==> config.mk <==
export PLATFORM = sky130hd
export DESIGN_NAME = alu_lockstep_monitor
export DESIGN_NICKNAME = d
export VERILOG_FILES = /design/src/rtl/alu_lockstep_monitor.sv
export SDC_FILE = /design/constraint.sdc
export NUM_CORES = 1
export LEC_CHECK = 0
export BUFFER_PORTS_ARGS = -buffer_cell sky130_fd_sc_hd__buf_4
export CORE_MARGIN = 2
export CORE_UTILIZATION = 48
export DETAILED_ROUTE_END_ITERATION = 8
export PLACE_DENSITY = 0.67
export SETUP_SLACK_MARGIN = 0.2
export SYNTH_ARGS = -nofsm -noshare
export SYNTH_HDL_FRONTEND = slang
export SYNTH_SLANG_ARGS = --single-unit
==> constraint.sdc <==
create_clock -name wb_clk_i -period 4.2 [get_ports wb_clk_i]
set_clock_uncertainty 0.1 [all_clocks]
set_input_delay 1.26 -clock wb_clk_i [delete_from_list [all_inputs] [get_ports wb_clk_i]]
set_output_delay 1.26 -clock wb_clk_i [all_outputs]
set_load 0.01 [all_outputs]
==> src/rtl/alu_lockstep_monitor.sv <==
// -----------------------------------------------------------------------------
// alu_lockstep_monitor
//
// Watches the two lockstep 4-bit ALU copies. On every accepted strobe it
// compares results and carries. Each disagreement is counted and logged as a
// record {sample idx, out1, out2, c1, c2} in a small show-ahead FIFO. A
// valid/ready reader drains that FIFO. Capture freezes once a configurable
// number of mismatches has been seen.
//
// Optional feature macro: ALU_MON_IRQ_EN
//   defined   -> irq_o is a registered level = rd_valid_o | ovf_o | halted_o
//   undefined -> irq_o is tied low and no interrupt logic exists
//
// Ports
//   wb_clk_i      in   clock, all state on rising edge
//   wb_rst_ni     in   asynchronous active-low reset
//   enable_i      in   capture enable (IDLE <-> RUN)
//   clear_i       in   synchronous clear of counters, FIFO, flags and FSM
//   valid_i       in   sample strobe for the current ALU outputs
//   alu_out1_i    in   result of ALU copy 1
//   alu_out2_i    in   result of ALU copy 2
//   carry1_i      in   carry of ALU copy 1
//   carry2_i      in   carry of ALU copy 2
//   rd_valid_o    out  FIFO head valid (FIFO not empty)
//   rd_ready_i    in   reader accepts the head entry
//   rd_data_o     out  head record {idx, out1, out2, c1, c2}
//   sample_cnt_o  out  accepted samples, saturating
//   mism_cnt_o    out  mismatching samples, saturating
//   ovf_o         out  sticky: a record was dropped because the FIFO was full
//   halted_o      out  FSM is in HALT
//   irq_o         out  interrupt level (see macro above)
// -----------------------------------------------------------------------------
module alu_lockstep_monitor #(
    parameter int DEPTH       = 4,
    parameter int CNT_W       = 16,
    parameter int IDX_W       = 8,
    parameter int HALT_THRESH = 8
) (
    input  logic               wb_clk_i,
    input  logic               wb_rst_ni,
    input  logic               enable_i,
    input  logic               clear_i,
    input  logic               valid_i,
    input  logic [3:0]         alu_out1_i,
    input  logic [3:0]         alu_out2_i,
    input  logic               carry1_i,
    input  logic               carry2_i,
    output logic               rd_valid_o,
    input  logic               rd_ready_i,
    output logic [IDX_W+9:0]   rd_data_o,
    output logic [CNT_W-1:0]   sample_cnt_o,
    output logic [CNT_W-1:0]   mism_cnt_o,
    output logic               ovf_o,
    output logic               halted_o,
    output logic               irq_o
);

    localparam int PTR_W = (DEPTH > 1) ? $clog2(DEPTH) : 1;
    localparam int REC_W = IDX_W + 10;

    localparam logic [PTR_W:0] DEPTH_CNT  = (PTR_W+1)'(DEPTH);
    localparam logic [PTR_W:0] ONE_CNT    = (PTR_W+1)'(1);
    localparam logic [CNT_W-1:0] HALT_VAL = CNT_W'(HALT_THRESH);
    localparam bit HALT_EN                = (HALT_THRESH != 0);

    typedef enum logic [1:0] {
        ST_IDLE = 2'd0,
        ST_RUN  = 2'd1,
        ST_HALT = 2'd2
    } state_t;

    state_t             state_reg, state_next;
    logic [CNT_W-1:0]   sample_cnt_reg, sample_cnt_next;
    logic [CNT_W-1:0]   mism_cnt_reg, mism_cnt_next;
    logic [PTR_W:0]     wr_ptr_reg, wr_ptr_next;
    logic [PTR_W:0]     rd_ptr_reg, rd_ptr_next;
    logic               ovf_reg, ovf_next;
    logic [REC_W-1:0]   head_reg, head_next;

    logic [REC_W-1:0]   mem [DEPTH];

    logic [3:0]         bit_diff;
    logic               mismatch;
    logic               accept;
    logic               push_req;
    logic               push_do;
    logic               pop;
    logic [PTR_W:0]     occupancy;
    logic               empty;
    logic               full;
    logic               head_is_new;
    logic [CNT_W-1:0]   mism_cnt_inc;
    logic [REC_W-1:0]   push_record;

    // Bitwise disagreement between the two result buses.
    generate
        for (genvar gi = 0; gi < 4; gi++) begin : g_diff
            assign bit_diff[gi] = alu_out1_i[gi] ^ alu_out2_i[gi];
        end
    endgenerate

    assign mismatch = (|bit_diff) | (carry1_i ^ carry2_i);

    // A strobe only counts while running and still enabled in the same cycle,
    // so a sample arriving together with enable_i falling is dropped.
    assign accept   = valid_i & enable_i & (state_reg == ST_RUN);
    assign push_req = accept & mismatch;

    assign occupancy = wr_ptr_reg - rd_ptr_reg;
    assign empty     = (occupancy == '0);
    assign full      = (occupancy == DEPTH_CNT);
    assign pop       = ~empty & rd_ready_i;
    // A full FIFO still takes a push when the head leaves in the same cycle.
    assign push_do   = push_req & (~full | pop);

    // The pushed record becomes the head when nothing else remains after pop.
    assign head_is_new = push_do & (empty | (pop & (occupancy == ONE_CNT)));

    assign mism_cnt_inc = (mism_cnt_reg == '1) ? mism_cnt_reg : mism_cnt_reg + 1'b1;
    assign push_record  = {sample_cnt_reg[IDX_W-1:0], alu_out1_i, alu_out2_i,
                           carry1_i, carry2_i};

    always_comb begin
        state_next      = state_reg;
        sample_cnt_next = sample_cnt_reg;
        mism_cnt_next   = mism_cnt_reg;
        wr_ptr_next     = wr_ptr_reg;
        rd_ptr_next     = rd_ptr_reg;
        ovf_next        = ovf_reg;
        head_next       = head_reg;

        case (state_reg)
            ST_IDLE: begin
                if (enable_i) begin
                    state_next = ST_RUN;
                end
            end
            ST_RUN: begin
                if (HALT_EN && push_req && (mism_cnt_inc == HALT_VAL)) begin
                    state_next = ST_HALT;
                end else if (!enable_i) begin
                    state_next = ST_IDLE;
                end
            end
            ST_HALT: begin
                state_next = ST_HALT;
            end
            default: begin
                state_next = ST_IDLE;
            end
        endcase

        if (accept && (sample_cnt_reg != '1)) begin
            sample_cnt_next = sample_cnt_reg + 1'b1;
        end
        if (push_req) begin
            mism_cnt_next = mism_cnt_inc;
        end
        if (push_do) begin
            wr_ptr_next = wr_ptr_reg + 1'b1;
        end
        if (pop) begin
            rd_ptr_next = rd_ptr_reg + 1'b1;
        end
        if (push_req && full && !pop) begin
            ovf_next = 1'b1;
        end

        // Show-ahead head register: zero when the FIFO ends up empty.
        if (wr_ptr_next == rd_ptr_next) begin
            head_next = '0;
        end else if (head_is_new) begin
            head_next = push_record;
        end else begin
            head_next = mem[rd_ptr_next[PTR_W-1:0]];
        end

        if (clear_i) begin
            state_next      = ST_IDLE;
            sample_cnt_next = '0;
            mism_cnt_next   = '0;
            wr_ptr_next     = '0;
            rd_ptr_next     = '0;
            ovf_next        = 1'b0;
            head_next       = '0;
        end
    end

    always_ff @(posedge wb_clk_i or negedge wb_rst_ni) begin
        if (!wb_rst_ni) begin
            state_reg      <= ST_IDLE;
            sample_cnt_reg <= '0;
            mism_cnt_reg   <= '0;
            wr_ptr_reg     <= '0;
            rd_ptr_reg     <= '0;
            ovf_reg        <= 1'b0;
            head_reg       <= '0;
        end else begin
            state_reg      <= state_next;
            sample_cnt_reg <= sample_cnt_next;
            mism_cnt_reg   <= mism_cnt_next;
            wr_ptr_reg     <= wr_ptr_next;
            rd_ptr_reg     <= rd_ptr_next;
            ovf_reg        <= ovf_next;
            head_reg       <= head_next;
        end
    end

    // Record storage; contents need no reset since pointers gate visibility.
    always_ff @(posedge wb_clk_i) begin
        if (push_do && !clear_i) begin
            mem[wr_ptr_reg[PTR_W-1:0]] <= push_record;
        end
    end

    assign rd_valid_o   = ~empty;
    assign rd_data_o    = head_reg;
    assign sample_cnt_o = sample_cnt_reg;
    assign mism_cnt_o   = mism_cnt_reg;
    assign ovf_o        = ovf_reg;
    assign halted_o     = (state_reg == ST_HALT);

`ifdef ALU_MON_IRQ_EN
    logic irq_reg;

    always_ff @(posedge wb_clk_i or negedge wb_rst_ni) begin
        if (!wb_rst_ni) begin
            irq_reg <= 1'b0;
        end else if (clear_i) begin
            irq_reg <= 1'b0;
        end else begin
            irq_reg <= rd_valid_o | ovf_reg | halted_o;
        end
    end

    assign irq_o = irq_reg;
`else
    assign irq_o = 1'b0;
`endif

endmodule
==> metrics.cfg <==
[synthesis]
synthCells = 580
yosysMostFrequentCell = edfxtp_1
async_reset_ff_share_pct = 45.0
synth_top_area_share_pct = 33.0
ys_seq_area_share_pct = 55.6
synth_area_sq_um = 6540
yosys_warnings = 0
synth.ff_latch_count = 131
ys_types = 60
yosys.area.top_type = edfxtp_1
synth_flop_cell = edfxtp_1
synth_nets = 605
avgSynthCellArea_sq_um = 11.3
synth-edff-count = 72
ys_top_cells_by_count = 72 x edfxtp_1, 59 x dfrtp_1, 43 x o21ai_0
ys_top_cells_by_area = edfxtp_1 33%, dfrtp_1 23%, mux2i_1 5.8%

[grt]
grt_max_degree = 74
track_usage_pct = 22.4
grt_pass1_vias = 4908
grt-ovfl-total = 0
antenna_found_initial = 0
grt_pass1_wl_um = 25200

[layout]
syn_to_final_growth_pct = 20.0
largest_reg_flops = 72
n_antenna_cell = 0
final_util_pct = 59.1
nFillCells = 1095
fin_cells = 836
final_nets = 672
drive_gt1_share_pct = 19.2

[drt]
drt-met1-wl_um = 6730
drc = 0
firstDrtPassIters = 5
wl_per_cell_um = 18.3
wirelength_um = 15300
dr_total_vias = 4834
met3_length_um = 834
top_layer_used = met4
wl_met2_um = 7640
drtIter0Drc = 445
viasPerCell = 5.78
antenna_left = 0

[timing]
setup_tns_ns = 0
timing.slew.headroom_pct = 36.8
tightest_slew_ns = 0.948
slew_violations = 0
rsz0062_at_grt = no
max_freq_mhz = 273
final-hold-violation-count = 0
fin_crit_sh_pct = 87.4
period_needed_ns = 3.67
setup_slack_ns = 0.530
finalSetupViolCount = 0

[placed_design]
placed_cells = 804
globalplace.congestion = 0.819
pre_cts_slack_ns = 0.717
dpl.hpwl_um = 9560
port-buffer-count = 68

[critical_path]
endpoint_kind = output port
crit_start = wr_ptr_reg[0]$_DFF_PN0_
timing.rr.start = wr_ptr_reg[0]$_DFF_PN0_
crit_path_start_kind = flip-flop
worstSetupPathType = reg2out
critPathArrivalTime_ns = 2.31
r2r-end = rd_data_o[16]$_DFF_PN0_
crit_fanout = 5
crit_end = rd_valid_o
required_ns = 2.84
ff2ff_path_depth = 10
r2r_setup_slack_ns = 0.91

[clock_tree]
cts_setup_buffers = 0
clock_sinks = 131
hold_buffers = 0
h-tree-depth = 4
cts.root.buffer_cell = clkbuf_16
cts_tree = built
numCtsBuffers = 17
clk_path_buf_depth = 2
clk_pin_slew_ns = 0.06
ctsResizeCount = 0
clk_latency_ns = 0.42

[pwr]
p_leak_nw = 3.04
ir_drop_uv = 266
power_density_nw_per_um2 = 507
fin_total_pwr_mw = 3.98

[status]
status = finished, final reports clean

[die]
io_pins = 70
num_rows = 42
core_sq_um = 13300
die_height_um = 121
fp.dieW_um = 121
initial_utilization_pct = 49.2
die_area_sq_um = 14600

[min_path]
hold_class = reg2reg

[flow_run]
drv_cap = 0

critical path, stage by stage (launching register included):
cell,delay (ns)
dfrtp_1,0.42
inv_1,0.14
ha_1,0.23
fa_1,0.53
and2_1,0.28
nand2_1,0.13
buf_4,0.16
metal layers:
| layer | track usage (%) | vias up |
|---|---|---|
| met5 | 0 | - |
| met4 | 7.56 | 0 |
| met3 | 5.00 | 12 |
| met2 | 37.6 | 152 |
| met1 | 28.7 | 2376 |
| li1 | - | 2294 |
worst min-delay path by stage:
stage / endpoint / from / cells after the start / slack [ns]
final: state_reg[0]$_DFFE_PN0P_ / state_reg[1]$_DFFE_PN0P_ / 1 / 0.36
after global routing: state_reg[0]$_DFFE_PN0P_ / state_reg[1]$_DFFE_PN0P_ / 1 / 0.40
after CTS: state_reg[0]$_DFFE_PN0P_ / state_reg[1]$_DFFE_PN0P_ / 1 / 0.36
after detailed placement: state_reg[0]$_DFFE_PN0P_ / state_reg[1]$_DFFE_PN0P_ / 1 / 0.35
after global placement: state_reg[0]$_DFFE_PN0P_ / state_reg[1]$_DFFE_PN0P_ / 1 / 0.34
after floorplan: state_reg[0]$_DFFE_PN0P_ / state_reg[1]$_DFFE_PN0P_ / 1 / 0.32
metrics by stage:
| stage | hold slack [ns] | cell area [sq um] |
|---|---|---|
| 4_1_cts | 0.359 | 7850 |
| 5_1_grt | 0.403 | 7850 |
| 3_5_place_dp | 0.353 | 7260 |
| 6_report | 0.360 | 7850 |
| 2_1_floorplan | 0.324 | 6540 |
| 3_3_place_gp | 0.336 | 7260 |
power breakdown:
group | leakage (nW) | total, mW | switching, mW | internal [mW]
Combinational | 1.30 | 1.07 | 0.613 | 0.453
Clock | 0.281 | 1.49 | 0.551 | 0.934
Sequential | 1.46 | 1.43 | 0.0250 | 1.41
placed cells by master, fill, tap and decap left out, types with 14 or more instances in the layout:
cell       instances
and2_1            20
buf_4             81
nor2_1            33
o22ai_1           17
xor2_1            15
a22oi_1           17
edfxtp_1          72
xnor2_1           19
mux2i_1           38
dfrtp_1           58
a21oi_1           18
nand3_1           31
nand2_1           31
clkbuf_16         17
nor3_1            14
o21ai_0           43
inv_1             26
o221ai_1          17
cells by family after synthesis:
| group | after synthesis | synth area share, % |
|---|---|---|
| other cells | 1 | 0.0573 |
| flops | 131 | 55.6 |
| buf+inv | 59 | 3.65 |
| simple gates | 171 | 13.6 |
| mux | 42 | 6.84 |
| xor+xnor | 35 | 4.91 |
| compound gates | 132 | 13.5 |
| fa+ha+maj | 9 | 1.84 |
final cells by class:
type | count | area [sq um] | area share, %
clock buffers | 20 | 437 | 5.56
clock inverters | 12 | 158 | 2.01
inverters | 26 | 97.6 | 1.24
multi-input cells | 390 | 2690 | 34.3
flip-flops and latches | 131 | 3640 | 46.4
well taps | 176 | 220 | 2.80
repair buffers | 81 | 608 | 7.74
No activity file was read; power rests on OpenSTA's default activity.
